`config.mk`:
```
export PLATFORM = sky130hd
export DESIGN_NAME = med_filter
export DESIGN_NICKNAME = d
export VERILOG_FILES = /design/src/rtl/med_filter.sv
export SDC_FILE = /design/constraint.sdc
export NUM_CORES = 1
export LEC_CHECK = 0
export ABC_AREA = 1
export ABC_CLOCK_PERIOD_IN_PS = 20900
export BUFFER_PORTS_ARGS = -buffer_cell sky130_fd_sc_hd__clkbuf_2
export CELL_PAD_IN_SITES_DETAIL_PLACEMENT = 0
export CELL_PAD_IN_SITES_GLOBAL_PLACEMENT = 2
export CORE_AREA = 2 2 149 260
export DETAILED_ROUTE_END_ITERATION = 7
export DIE_AREA = 0 0 151 262
export PLACE_DENSITY = 0.87
export SYNTH_ARGS = -nofsm -noshare
export SYNTH_HDL_FRONTEND = slang
export SYNTH_SLANG_ARGS = --single-unit
```
`constraint.sdc`:
```
create_clock -name clk -period 20.9 [get_ports clk]
set_clock_uncertainty 0.1 [all_clocks]
set_input_delay 2.09 -clock clk [delete_from_list [all_inputs] [get_ports clk]]
set_output_delay 2.09 -clock clk [all_outputs]
set_load 0.05 [all_outputs]
```
`src/rtl/med_filter.sv`:
```
// Streaming 3/5-tap median / outlier-replace filter with optional decimation.
// Latency is fixed at 2 cycles from sample acceptance to med_out_valid.
module med_filter #(
    parameter int MSB = 15
) (
    input  logic         clk,
    input  logic         rst_n,
    input  logic [MSB:0] medregs_med_reg_data_out0,
    input  logic [MSB:0] medregs_med_reg_data_out1,
    input  logic [MSB:0] medregs_med_reg_data_out2,
    input  logic         med_in_valid,
    input  logic [MSB:0] med_in_data,
    output logic         med_out_valid,
    output logic [MSB:0] med_out_data,
    output logic         med_out_outlier,
    output logic [15:0]  med_out_cnt
);

    typedef logic [MSB:0] smp_t;
    localparam int SW = MSB + 1;

    function automatic smp_t fmin(input smp_t a, input smp_t b);
        return (a < b) ? a : b;
    endfunction

    function automatic smp_t fmax(input smp_t a, input smp_t b);
        return (a < b) ? b : a;
    endfunction

    logic       cfg_en, cfg_win5, cfg_mode;
    logic [7:0] cfg_dec;
    smp_t       cfg_thr;
    logic       unused_cfg;

    assign cfg_en     = medregs_med_reg_data_out0[0];
    assign cfg_win5   = medregs_med_reg_data_out0[1];
    assign cfg_mode   = medregs_med_reg_data_out0[2];
    assign cfg_dec    = medregs_med_reg_data_out1[7:0];
    assign cfg_thr    = medregs_med_reg_data_out2;
    assign unused_cfg = ^{medregs_med_reg_data_out0[MSB:3], medregs_med_reg_data_out1[MSB:8]};

    // Stage 0: history, fill tracking and eligibility
    smp_t       h_q [5];
    logic [2:0] fill_q, fill_d;
    logic       win5_q;
    logic       p_q, p_win5_q;
    logic       accept, win_chg, eligible;
    logic [2:0] need;

    always_comb begin
        accept  = med_in_valid & cfg_en;
        win_chg = cfg_en & (cfg_win5 != win5_q);
        fill_d  = fill_q;
        if (!cfg_en) begin
            fill_d = 3'd0;
        end else if (win_chg) begin
            fill_d = {2'b00, accept};
        end else if (accept && (fill_q != 3'd5)) begin
            fill_d = fill_q + 3'd1;
        end
        need     = cfg_win5 ? 3'd5 : 3'd3;
        eligible = accept && (fill_d >= need);
    end

    // Stage 1: pair sorts reduce both window sizes to a 3-input median problem.
    // For 5 taps, the smaller of the pair minima and the larger of the pair maxima
    // can never be the median, so only three candidates survive.
    smp_t       lo01, hi01, lo23, hi23;
    smp_t       s1_lo_d, s1_hi_d, s1_e_d, s1_c_d;
    logic [7:0] deff, dc_q, dc_d;
    logic       emit;

    always_comb begin
        lo01 = fmin(h_q[0], h_q[1]);
        hi01 = fmax(h_q[0], h_q[1]);
        lo23 = fmin(h_q[2], h_q[3]);
        hi23 = fmax(h_q[2], h_q[3]);
        if (p_win5_q) begin
            s1_lo_d = fmax(lo01, lo23);
            s1_hi_d = fmin(hi01, hi23);
            s1_e_d  = h_q[4];
            s1_c_d  = h_q[2];
        end else begin
            s1_lo_d = lo01;
            s1_hi_d = hi01;
            s1_e_d  = h_q[2];
            s1_c_d  = h_q[1];
        end
        deff = (cfg_dec == 8'd0) ? 8'd1 : cfg_dec;
        emit = p_q && (dc_q == 8'd0);
        dc_d = dc_q;
        if (p_q) begin
            dc_d = (dc_q >= deff - 8'd1) ? 8'd0 : dc_q + 8'd1;
        end
        if (!cfg_en || win_chg) begin
            dc_d = 8'd0;
        end
    end

    logic s1_v_q, s1_mode_q;
    smp_t s1_lo_q, s1_hi_q, s1_e_q, s1_c_q, s1_thr_q;

    // Stage 2: final median, |centre - median| and output select
    smp_t    med, mag, out_sel;
    logic    outl;
    logic [SW:0] diff_s;

    always_comb begin
        med     = fmax(fmin(s1_lo_q, s1_hi_q), fmin(fmax(s1_lo_q, s1_hi_q), s1_e_q));
        diff_s  = {1'b0, s1_c_q} - {1'b0, med};
        mag     = diff_s[SW] ? (~diff_s[MSB:0] + smp_t'(1)) : diff_s[MSB:0];
        outl    = mag > s1_thr_q;
        out_sel = (!s1_mode_q || outl) ? med : s1_c_q;
    end

    always_ff @(posedge clk or negedge rst_n) begin
        if (!rst_n) begin
            for (int i = 0; i < 5; i++) h_q[i] <= '0;
            fill_q          <= 3'd0;
            win5_q          <= 1'b0;
            dc_q            <= 8'd0;
            p_q             <= 1'b0;
            p_win5_q        <= 1'b0;
            s1_v_q          <= 1'b0;
            s1_mode_q       <= 1'b0;
            s1_lo_q         <= '0;
            s1_hi_q         <= '0;
            s1_e_q          <= '0;
            s1_c_q          <= '0;
            s1_thr_q        <= '0;
            med_out_valid   <= 1'b0;
            med_out_data    <= '0;
            med_out_outlier <= 1'b0;
            med_out_cnt     <= 16'd0;
        end else begin
            if (accept) begin
                h_q[0] <= med_in_data;
                for (int i = 1; i < 5; i++) h_q[i] <= h_q[i-1];
            end
            fill_q   <= fill_d;
            win5_q   <= cfg_win5;
            dc_q     <= dc_d;
            p_q      <= eligible;
            p_win5_q <= cfg_win5;

            s1_v_q <= emit;
            if (p_q) begin
                s1_lo_q   <= s1_lo_d;
                s1_hi_q   <= s1_hi_d;
                s1_e_q    <= s1_e_d;
                s1_c_q    <= s1_c_d;
                s1_mode_q <= cfg_mode;
                s1_thr_q  <= cfg_thr;
            end

            med_out_valid <= s1_v_q;
            if (s1_v_q) begin
                med_out_data    <= out_sel;
                med_out_outlier <= outl;
                med_out_cnt     <= med_out_cnt + 16'd1;
            end
        end
    end

endmodule

```
# --- Word level (Yosys, flattened, before mapping) ---
# Cells that the tools add are included.
totals:
  in_bits: 67
  regBits: 209
  wordCells: 75
op_classes:
  reduce_logical: 10
  mux: 24
  n_eq_ne: 2
  add_sub_neg: 6
  n_lt_le_gt_ge: 10
  bitwise_logic: 3
ops:
  columns: ["cell", "n"]
  rows:
  - ["2-to-1 mux 16 bit", 16]
  - ["less-than comparator 16 bit", 7]
  - ["adder 16 x 1 -> 16 bit, second input constant", 2]
  - ["2-to-1 mux 8 bit", 4]
  - ["subtractor 16 x 16 -> 17 bit", 1]
  - ["> comparator 16 bit", 1]
  - ["logical NOT 8 bit", 2]
  - ["inverter 16 bit", 1]
  - ["2-to-1 mux 3 bit", 4]
  - ["adder 8 x 1 -> 8 bit, second input constant", 1]
  - ["greater-or-equal comparator 8 bit", 1]
  - ["subtractor 8 x 1 -> 8 bit, second input constant", 1]
  - ["adder 3 x 1 -> 3 bit, second input constant", 1]
  - ["greater-or-equal comparator 3 bit", 1]
  - ["logical AND 1 bit", 3]
  - ["!= test 3 bit, second input constant", 1]
  - ["AND 1 bit", 2]
  - ["logical NOT 1 bit", 2]
  - ["logical OR 1 bit", 2]
  - ["nonzero test 2 bit", 1]
  - ["!= test 1 bit", 1]

# --- Depth between registers and ports, before layout ---
# Gate-level depths: netlist of the first run.
depth:
  ltp_word: 13
  depth_mapped: 67
  mapped_depth_nobuf: 62

# --- Least setup slack after synthesis of the first run ---
# Ideal clock, no wire load.
synth_timing:
  kind: "reg2reg"
  startpoint: "register s1_lo_q[11]"
  endpoint: "register med_out_data[1]"
  path_buffers: 7
  path_stages_with_launch: 56
  synth_period_minus_slack_ns: 8.215
  arrival_time_ns: 7.991
  setup_ns: 0.124
  setup_slack_ns: 12.685
  cell_sequence: "dfrtp_1 ha_1 nand2_1 clkinv_1 o21ai_1 a21oi_1 nor2_2 nand2_4 buf_4 clkbuf_1 buf_1 nand2_1 o21ai_0 ha_1 a21oi_1 nor2_1 a211oi_1 o221a_2 [20 not listed] nand2_1 nor2_1 nand3_1 nor2_1 nor2_1 xor2_1 ha_1 nand2_1 nor2_1 a211oi_1 o21ai_0 nand3_1 a32o_1 nand2_1 clkbuf_1 nand2_1 o211ai_1 nand2_1"
synth_via:
  elab_chain_len: 13
  word_cells_on_any_way: 14
  classes_between: "2 x add/sub; 4 x order compare; 6 x mux; 1 x bitwise; 1 x reduce/logical"
synth_rtl:
  columns: ["element", "line", "source"]
  rows:
  - ["from (decl)", "101", "smp_t s1_lo_q, s1_hi_q, s1_e_q, s1_c_q, s1_thr_q;"]
  - ["from (signal assigned)", "148", "s1_lo_q <= s1_lo_d;"]
  - ["less-than comparator 16 bit", "23, 27", null]
  - ["2-to-1 mux 16 bit", "27", "return (a < b) ? b : a;"]
  - ["less-than comparator 16 bit", "23", "return (a < b) ? a : b;"]
  - ["2-to-1 mux 16 bit", "23", null]
  - ["less-than comparator 16 bit", "27", null]
  - ["2-to-1 mux 16 bit *", "27", null]
  - ["subtractor 16 x 16 -> 17 bit", "110", "diff_s = {1'b0, s1_c_q} - {1'b0, med};"]
  - ["inverter 16 bit", "111", "mag = diff_s[SW] ? (~diff_s[MSB:0] + smp_t'(1)) : diff_s[MSB:0];"]
  - ["adder 16 x 1 -> 16 bit", "111", null]
  - ["2-to-1 mux 16 bit", "111", null]
  - ["> comparator 16 bit", "112", "outl = mag > s1_thr_q;"]
  - ["logical OR 1 bit", "113", "out_sel = (!s1_mode_q || outl) ? med : s1_c_q;"]
  - ["2-to-1 mux 16 bit *", "113", null]
  - ["to (signal assigned)", "158", "med_out_data <= out_sel;"]
  - ["to (decl)", "14", "output logic [MSB:0] med_out_data,"]
# Every way passes the cells marked *; elsewhere a longest branch is shown, timed or not.
# A chain may end at the register's enable or synchronous reset.

# --- Worst setup path after layout of the first run ---
layout_timing:
  startpoint: "register s1_lo_q[13]"
  endpoint: "register med_out_data[4]"
# The elaborated chain is that of the path after synthesis.

==> impl_metrics.env, run 1 <==
export IMPL_synth_edf_count=0
export IMPL_io_pins=101
export IMPL_wl_per_cell_um=15.4
export IMPL_synth_avg_cell_area_um2=7.47
export IMPL_clock_latency_ns=0.54
export IMPL_cts_resized=0
export IMPL_synth_cell_types=45
export IMPL_clkSinkCount=209
export IMPL_cts_inserted_buffers=23
export IMPL_wl_met3_mm=1.16
export IMPL_drt_met1_wl_mm=15.3
export IMPL_nets=2180
export IMPL_cap_violations=0
export IMPL_h_tree_depth=1
export IMPL_ys_async_sr_fraction_pct=100
export IMPL_rsz0062_at_grt="no"
export IMPL_synth_seq_cells=209
export IMPL_mappedNetlistArea_um2=14400
export IMPL_drive_above_1_share_pct=8.14
export IMPL_dieArea_um2=39600
export IMPL_yosys_area_top_type_share_pct=36.4
export IMPL_first_global_vias=12200
export IMPL_via_count=12300
export IMPL_layout_min_cycle_time_ns=10.89
export IMPL_drv_slew=0
export IMPL_yosys_warnings=0
export IMPL_die_height_um=262
export IMPL_hold_class="reg -> reg"
export IMPL_crit_slowest_cell="nand2_1"
export IMPL_hpwl_mm=29.1
export IMPL_firstDrtPassIters=4
export IMPL_grt_max_degree=93
export IMPL_grt_overflow=0
export IMPL_maxSlewHeadroom_pct=35.4
export IMPL_drtAntennaViolNets=0
export IMPL_io_buffers=79
export IMPL_cp_arrival_ns=11.20
export IMPL_cts_max_path_buffers=3
export IMPL_timing_final_crit_share_pct=52.1
export IMPL_grt_pass1_wl_mm=61.4
export IMPL_worst_path_max_fanout=63
export IMPL_syn_inst=1926
export IMPL_regArea_um2=5230
export IMPL_die_w_um=151
export IMPL_met2WireLength_mm=20.3
export IMPL_diodes=0
export IMPL_yosys_most_used_dff="dfrtp_1"
export IMPL_track_usage_pct=19.6
export IMPL_area_delta_synth_final_pct=10.7
export IMPL_nFillCells=3883
export IMPL_layout_common_cells="nand2_1 (501), o21ai_0 (341), inv_1 (225), dfrtp_1 (208), ha_1 (148)"
export IMPL_endpoint_kind="register"
export IMPL_cts_tree="yes"
export IMPL_top_layer="met4"
export IMPL_gp_congestion=0.816
export IMPL_setup_viol=0
export IMPL_rows=94
export IMPL_post_cts_buffers=0
export IMPL_synth_top_area_cell="dfrtp_1"
export IMPL_core_region_area_um2=37400
export IMPL_final_common_cell="nand2_1"
export IMPL_ys_seq_area_share_pct=36.4
export IMPL_initial_core_util_pct=38.5
export IMPL_clk_pin_slew_ns=0.06
export IMPL_multi_input_area_um2=8020
export IMPL_start_kind="register"
export IMPL_drt_iter0_markers=460
export IMPL_crit_path_max_incr_delay_ns=0.70
export IMPL_fin_tns_setup_ns=0
export IMPL_status="complete, no violations"
export IMPL_antenna_found_initial=0
export IMPL_clock_fmax_mhz=91.8
export IMPL_hold_buffers=0
export IMPL_clockRootBuffer="clkbuf_16"
export IMPL_finalHoldViolCount=0
export IMPL_crit_top_cell="o21ai_0"
export IMPL_drc=0
export IMPL_viasPerCell=5.02
export IMPL_required_ns=21.21
export IMPL_critical_path_class="reg -> reg"
export IMPL_routed_wl_mm=37.8
export IMPL_ys_top_cells_by_area="dfrtp_1 (36%), nand2_1 (13%), ha_1 (13%), o21ai_0 (12%), inv_1 (5.9%)"
export IMPL_synth_fp_nets=2142
export IMPL_worstMarginPinSlew_ns=0.967
state kept, by name, summed over array words and instances (netlist names):
signal / count
s1_e_q: 16
s1_mode_q: 1
dc_q: 8
med_out_outlier: 1
fill_q: 3
s1_thr_q: 16
s1_lo_q: 16
h_q: 80
med_out_data: 16
p_q: 1
s1_c_q: 16
s1_hi_q: 16
p_win5_q: 1
med_out_cnt: 16
s1_v_q: 1
med_out_valid: 1
cells by family (layout without fill, tap and decap cells):
kind of cell	count (synthesis)	after routing	synth area share, %
buffers and inverters	308	361	8.10
AO/OA/AOI/OAI	519	519	19.7
XOR/XNOR	40	40	2.44
AND/OR/NAND/NOR	701	701	20.4
flip-flops	209	209	36.4
adder cells (fa/ha/maj)	149	149	13.0
layer usage:
metal  vias up  global-route usage [%]
met5         -                       0
met4         0                    6.07
met3        54                    1.93
met2       170                    38.5
met1      5630                    21.8
li1       6484                       -
cell type report:
type	count	area share [%]
tap	480	3.77
multi-input combinational	1409	50.3
clock buffer	32	4.08
clock inverter	8	0.471
sequential	209	32.9
inverter	232	5.47
timing repair buffer	89	3.02
through the flow:
stage	instance area (um^2)	hold WS [ns]	std cells	utilization (%)	worst slack [ns]
2_1_floorplan	14400	0.318	1926	-	12.69
3_3_place_gp	15200	0.359	2419	40.7	9.76
3_5_place_dp	15200	0.368	2419	40.7	9.74
4_1_cts	15900	0.383	2459	42.6	9.74
5_1_grt	15900	0.410	2459	42.6	9.14
6_report	15900	0.381	2459	42.6	10.01
synthesized netlist by cell type, types with 18 or more instances:
library cell	instances
nand2_1	502
o21ai_0	341
inv_1	225
dfrtp_1	209
ha_1	148
a21oi_1	90
clkbuf_1	65
nor2_1	65
nand3_1	63
o211ai_1	50
xor2_1	28
nor3_1	19
nand4_1	18
critical path, delay by kind of cell, from the launching register on:
| family | cells | cell delay, ns |
|---|---|---|
| compound gates | 18 | 4.07 |
| xor+xnor | 1 | 0.15 |
| fa+ha+maj | 6 | 1.89 |
| buf+inv | 5 | 1.14 |
| flops | 1 | 0.40 |
| simple gates | 17 | 2.94 |
final timing paths:
kind / start / endpoint / slack [ns] / depth (start not counted)
setup / recovery: s1_lo_q[13] / med_out_data[4] / 10.01 / 47
hold / removal: med_out_cnt[15] / med_out_cnt[15] / 0.38 / 1
setup reg to reg: s1_lo_q[13] / med_out_data[4] / 10.01 / 47
hold reg to reg: med_out_cnt[15] / med_out_cnt[15] / 0.38 / 1
max in group asynchronous: rst_n / s1_c_q[12] / 17.88 / 2
min in group asynchronous: rst_n / med_out_cnt[3] / 1.40 / 1
Power of run 1 is left out: the tool's default activity adds up to more than one toggle a clock period on the data nets, which glitch-free logic cannot reach.
==> run 2, diff against run 1 <==
==> config.mk (replaced) <==
export PLATFORM = sky130hd
export DESIGN_NAME = med_filter
export DESIGN_NICKNAME = d
export VERILOG_FILES = /design/src/rtl/med_filter.sv
export SDC_FILE = /design/constraint.sdc
export NUM_CORES = 1
export LEC_CHECK = 0
export ABC_AREA = 1
export ABC_CLOCK_PERIOD_IN_PS = 9400
export BUFFER_PORTS_ARGS = -buffer_cell sky130_fd_sc_hd__clkbuf_2
export CELL_PAD_IN_SITES_DETAIL_PLACEMENT = 0
export CELL_PAD_IN_SITES_GLOBAL_PLACEMENT = 2
export CORE_AREA = 2 2 161 282
export DETAILED_ROUTE_END_ITERATION = 7
export DIE_AREA = 0 0 163 284
export PLACE_DENSITY = 0.79
export SYNTH_ARGS = -nofsm -noshare
export SYNTH_HDL_FRONTEND = slang
export SYNTH_SLANG_ARGS = --single-unit
==> constraint.sdc (replaced) <==
create_clock -name clk -period 9.4 [get_ports clk]
set_clock_uncertainty 0.1 [all_clocks]
set_input_delay 0.94 -clock clk [delete_from_list [all_inputs] [get_ports clk]]
set_output_delay 0.94 -clock clk [all_outputs]
set_load 0.05 [all_outputs]
==> impl_metrics.env, run 2 (same netlist as run 1, synthesis figures left out) <==
export IMPL_gp_congestion=0.794
export IMPL_rsz0062_at_grt="no"
export IMPL_wl_met3_mm=1.25
export IMPL_layout_common_cells="nand2_1 (501), o21ai_0 (330), inv_1 (225), dfrtp_1 (208), ha_1 (148)"
export IMPL_finish_cell_count_without_fillers=2636
export IMPL_clock_latency_ns=0.56
export IMPL_nets=2262
export IMPL_regMostFlops="h_q"
export IMPL_drtAntennaViolNets=0
export IMPL_initial_core_util_pct=32.7
export IMPL_setup_viol=0
export IMPL_clkSinkCount=209
export IMPL_worstMarginPinSlew_ns=0.996
export IMPL_routed_wl_mm=40.1
export IMPL_diodes=0
export IMPL_drc=0
export IMPL_io_buffers=79
export IMPL_cts_tree="yes"
export IMPL_core_region_area_um2=44000
export IMPL_finalHoldViolCount=0
export IMPL_drv_slew=0
export IMPL_area_delta_synth_final_pct=16.9
export IMPL_io_pins=101
export IMPL_rows=102
export IMPL_critical_path_class="reg -> reg"
export IMPL_crit_path_max_incr_delay_ns=0.39
export IMPL_via_count=12700
export IMPL_firstDrtPassIters=7
export IMPL_crit_slowest_cell="dfrtp_1"
export IMPL_clockRootBuffer="clkbuf_16"
export IMPL_timing_final_crit_share_pct=91.0
export IMPL_clk_pin_slew_ns=0.06
export IMPL_layout_min_cycle_time_ns=8.55
export IMPL_clock_fmax_mhz=117
export IMPL_status="complete, no violations"
export IMPL_h_tree_depth=1
export IMPL_met2WireLength_mm=22.3
export IMPL_viasPerCell=4.83
export IMPL_nFillCells=4619
export IMPL_die_w_um=163
export IMPL_grt_overflow=0
export IMPL_drive_above_1_share_pct=12.4
export IMPL_worst_path_max_fanout=26
export IMPL_drt_iter0_markers=525
export IMPL_crit_top_cell="nand2_1"
export IMPL_final_common_cell="nand2_1"
export IMPL_top_layer="met4"
export IMPL_cap_violations=0
export IMPL_endpoint_kind="register"
export IMPL_die_height_um=284
export IMPL_track_usage_pct=17.5
export IMPL_cts_max_path_buffers=3
export IMPL_dpl_cell_count=2591
export IMPL_fin_tns_setup_ns=0
export IMPL_timing_hold_ws_ns=0.232
export IMPL_wl_per_cell_um=15.2
export IMPL_grt_max_degree=91
export IMPL_drt_met1_wl_mm=15.7
export IMPL_largest_register_ffs=80
export IMPL_cts_inserted_buffers=24
export IMPL_antenna_found_initial=0
export IMPL_hpwl_mm=31.1
export IMPL_grt_pass1_wl_mm=64.1
export IMPL_required_ns=9.71
export IMPL_first_global_vias=12500
export IMPL_cp_arrival_ns=8.86
export IMPL_dieArea_um2=46300
export IMPL_hold_class="in -> async"
export IMPL_maxSlewHeadroom_pct=33.5
export IMPL_pre_cts_ws_ns=0.405
export IMPL_start_kind="register"
export IMPL_fin_ws_ns=0.850
==> run 2: cell type report <==
cell class              count  area (um^2)  area share (%)
clock buffers              26          608            3.62
well taps                 572          716            4.26
repair buffers            170         1120            6.65
flip-flops and latches    209         5230            31.1
inverters                 232          871            5.18
multi-input cells        1409         8040            47.8
clock inverters            18          223            1.32
==> run 2: what timing repair did <==
item	4_1_cts	5_1_grt
endpoints found under the setup margin	0	16
hold buffers	0	0
setup buffers	0	1
resized for setup	0	18
==> run 2: layer usage <==
metal / GRT usage, % / up-vias
li1: - / 6657
met4: 4.87 / 0
met5: 0 / -
met3: 1.86 / 54
met1: 19.0 / 5840
met2: 34.9 / 180
==> run 2: path summary, 6_finish.rpt <==
| kind | startpoint | to | slack, ns | depth (start not counted) |
|---|---|---|---|---|
| max | s1_lo_q[13] | med_out_data[11] | 0.85 | 53 |
| min | rst_n | med_out_cnt[5] | 0.23 | 1 |
| max reg2reg | s1_lo_q[13] | med_out_data[11] | 0.85 | 53 |
| min reg2reg | med_out_cnt[15] | med_out_cnt[15] | 0.37 | 1 |
| max in group asynchronous | rst_n | h_q[14] | 7.50 | 2 |
| min in group clk | med_out_cnt[15] | med_out_cnt[15] | 0.37 | 1 |
==> run 2: worst max-delay path, delay by kind of cell, from the launching register on <==
kind | cells | cell delay (ns)
adders and majority gates | 6 | 1.70
xor gates and xnor gates | 1 | 0.17
DFF | 1 | 0.39
and+or+nand+nor | 24 | 2.34
AOI/OAI and AO/OA | 14 | 2.63
buffers and inverters | 8 | 1.03
==> run 2: metrics by stage <==
stage,cell area (um^2),util (%)
final,16800,38.2
after global routing,16800,38.2
after CTS,16800,38.1
after detailed placement,15900,36.2
after global placement,15900,36.2
after floorplan,14400,-
Power of run 2 is left out for the same reason.
==> run 3, diff against run 2 <==
--- a/config.mk
+++ b/config.mk
@@ -6,7 +6,7 @@
 export NUM_CORES = 1
 export LEC_CHECK = 0
 export ABC_AREA = 1
-export ABC_CLOCK_PERIOD_IN_PS = 9400
+export ABC_CLOCK_PERIOD_IN_PS = 7350
 export BUFFER_PORTS_ARGS = -buffer_cell sky130_fd_sc_hd__clkbuf_2
 export CELL_PAD_IN_SITES_DETAIL_PLACEMENT = 0
 export CELL_PAD_IN_SITES_GLOBAL_PLACEMENT = 2
@@ -14,6 +14,7 @@
 export DETAILED_ROUTE_END_ITERATION = 7
 export DIE_AREA = 0 0 163 284
 export PLACE_DENSITY = 0.79
+export REMOVE_ABC_BUFFERS = 1
 export SYNTH_ARGS = -nofsm -noshare
 export SYNTH_HDL_FRONTEND = slang
 export SYNTH_SLANG_ARGS = --single-unit
==> constraint.sdc (replaced) <==
create_clock -name clk -period 7.35 [get_ports clk]
set_clock_uncertainty 0.1 [all_clocks]
set_input_delay 0.735 -clock clk [delete_from_list [all_inputs] [get_ports clk]]
set_output_delay 0.735 -clock clk [all_outputs]
set_load 0.05 [all_outputs]
==> impl_metrics.env, run 3 (same netlist as run 1, synthesis figures left out) <==
export IMPL_final_common_cell="nand2_1"
export IMPL_track_usage_pct=19.6
export IMPL_start_kind="register"
export IMPL_maxSlewHeadroom_pct=31.2
export IMPL_core_region_area_um2=44000
export IMPL_drc=0
export IMPL_hold_class="in -> async"
export IMPL_grt_overflow=0
export IMPL_clock_latency_ns=0.56
export IMPL_initial_core_util_pct=32.7
export IMPL_grt_busiest_layer="met2"
export IMPL_clock_fmax_mhz=125
export IMPL_clk_pin_slew_ns=0.07
export IMPL_largest_register_ffs=80
export IMPL_dieArea_um2=46300
export IMPL_use_met1_pct=21.4
export IMPL_nets=2425
export IMPL_die_height_um=284
export IMPL_timing_final_crit_share_pct=109
export IMPL_fin_tns_setup_ns=-10.22
export IMPL_grt_use_met2_pct=38.4
export IMPL_grt_pass1_wl_mm=71.6
export IMPL_die_w_um=163
export IMPL_ff2ff_setup_slack_ns=-0.66
export IMPL_io_buffers=79
export IMPL_drv_slew=0
export IMPL_drtAntennaViolNets=0
export IMPL_drt_iter0_markers=645
export IMPL_critical_path_class="reg -> reg"
export IMPL_crit_path_max_incr_delay_ns=0.41
export IMPL_wl_per_cell_um=16.0
export IMPL_drive_above_1_share_pct=24.2
export IMPL_io_pins=101
export IMPL_worst_path_max_fanout=6
export IMPL_fin_ws_ns=-0.662
export IMPL_layout_min_cycle_time_ns=8.01
export IMPL_clkSinkCount=209
export IMPL_h_tree_depth=1
export IMPL_hold_buffers=0
export IMPL_cts_inserted_buffers=24
export IMPL_setup_viol=17
export IMPL_cp_arrival_ns=8.33
export IMPL_cap_violations=0
export IMPL_status="finished, violations left"
export IMPL_grt_max_degree=81
export IMPL_firstDrtPassIters=5
export IMPL_crit_slowest_cell="fa_1"
export IMPL_endpoint_kind="register"
export IMPL_antenna_found_initial=0
export IMPL_violations="negative setup slack"
export IMPL_area_delta_synth_final_pct=30.3
export IMPL_worstMarginPinSlew_ns=1.03
export IMPL_first_global_vias=13600
export IMPL_regMostFlops="h_q"
export IMPL_rsz0062_at_grt="yes"
export IMPL_crit_top_cell="nand2_1"
export IMPL_diodes=0
export IMPL_viasPerCell=4.84
export IMPL_required_ns=7.67
export IMPL_rows=102
export IMPL_hpwl_mm=34.4
export IMPL_layout_common_cells="nand2_1 (475), o21ai_0 (290), buf_4 (235), inv_1 (218), dfrtp_1 (208)"
export IMPL_routed_wl_mm=44.7
export IMPL_finalHoldViolCount=0
export IMPL_grt_met3_usage_pct=1.93
export IMPL_via_count=13500
export IMPL_cts_tree="yes"
export IMPL_gp_congestion=0.918
export IMPL_cts_max_path_buffers=3
export IMPL_clockRootBuffer="clkbuf_16"
## run 3: metrics by stage
step           utilization, %  std cells  hold slack (ns)  setup slack, ns  area [um^2]
3_5_place_dp             38.5       2724            0.368            -1.71        16900
6_report                 42.6       2798           0.0348           -0.662        18700
5_1_grt                  42.6       2798           0.0747            -1.06        18700
2_1_floorplan               -       1850            0.339           -0.822        14100
3_3_place_gp             38.5       2724            0.363            -1.60        16900
4_1_cts                  41.7       2790           0.0637           -0.741        18400
## run 3: layout make-up
cell class              count  area, um^2
fillers                  4533       25300
multi-input cells        1410        8700
flip-flops and latches    209        5230
repair buffers            332        2440
inverters                 232         887
well taps                 572         716
clock buffers              31         677
clock inverters            12        83.8
## run 3: repair_timing
item                                    CTS  global route
pin swaps                                55            83
gates resized for setup                 139            87
buffers inserted                         19            11
endpoints found under the setup margin   17            17
gates cloned                              4             0
## run 3: critical path, delay by kind of cell (launching register included)
kind                       cells  cell delay, ns
DFF                            1            0.36
adders and majority gates      6            1.73
buffers and inverters          9            1.06
AOI/OAI and AO/OA             13            2.20
and+or+nand+nor               28            2.31
xor gates and xnor gates       1            0.14
## run 3: routing by layer
layer	up-vias	share of wire, %
met2	177	55
met4	0	3.3
met5	-	0
met1	6308	39
met3	68	2.5
li1	6980	-
## run 3: final timing paths
kind | from | to | depth (start not counted)
max in group asynchronous | rst_n | s1_hi_q[9] | 2
worst min register to register | med_out_data[14] | med_out_data[14] | 2
worst max register to register | s1_hi_q[7] | med_out_data[14] | 57
worst min-delay path | rst_n | h_q[68] | 1
worst max-delay path | s1_hi_q[7] | med_out_data[14] | 57
min in group clk | medregs_med_reg_data_out0[1] | p_win5_q | 1
Power of run 3 is left out for the same reason.
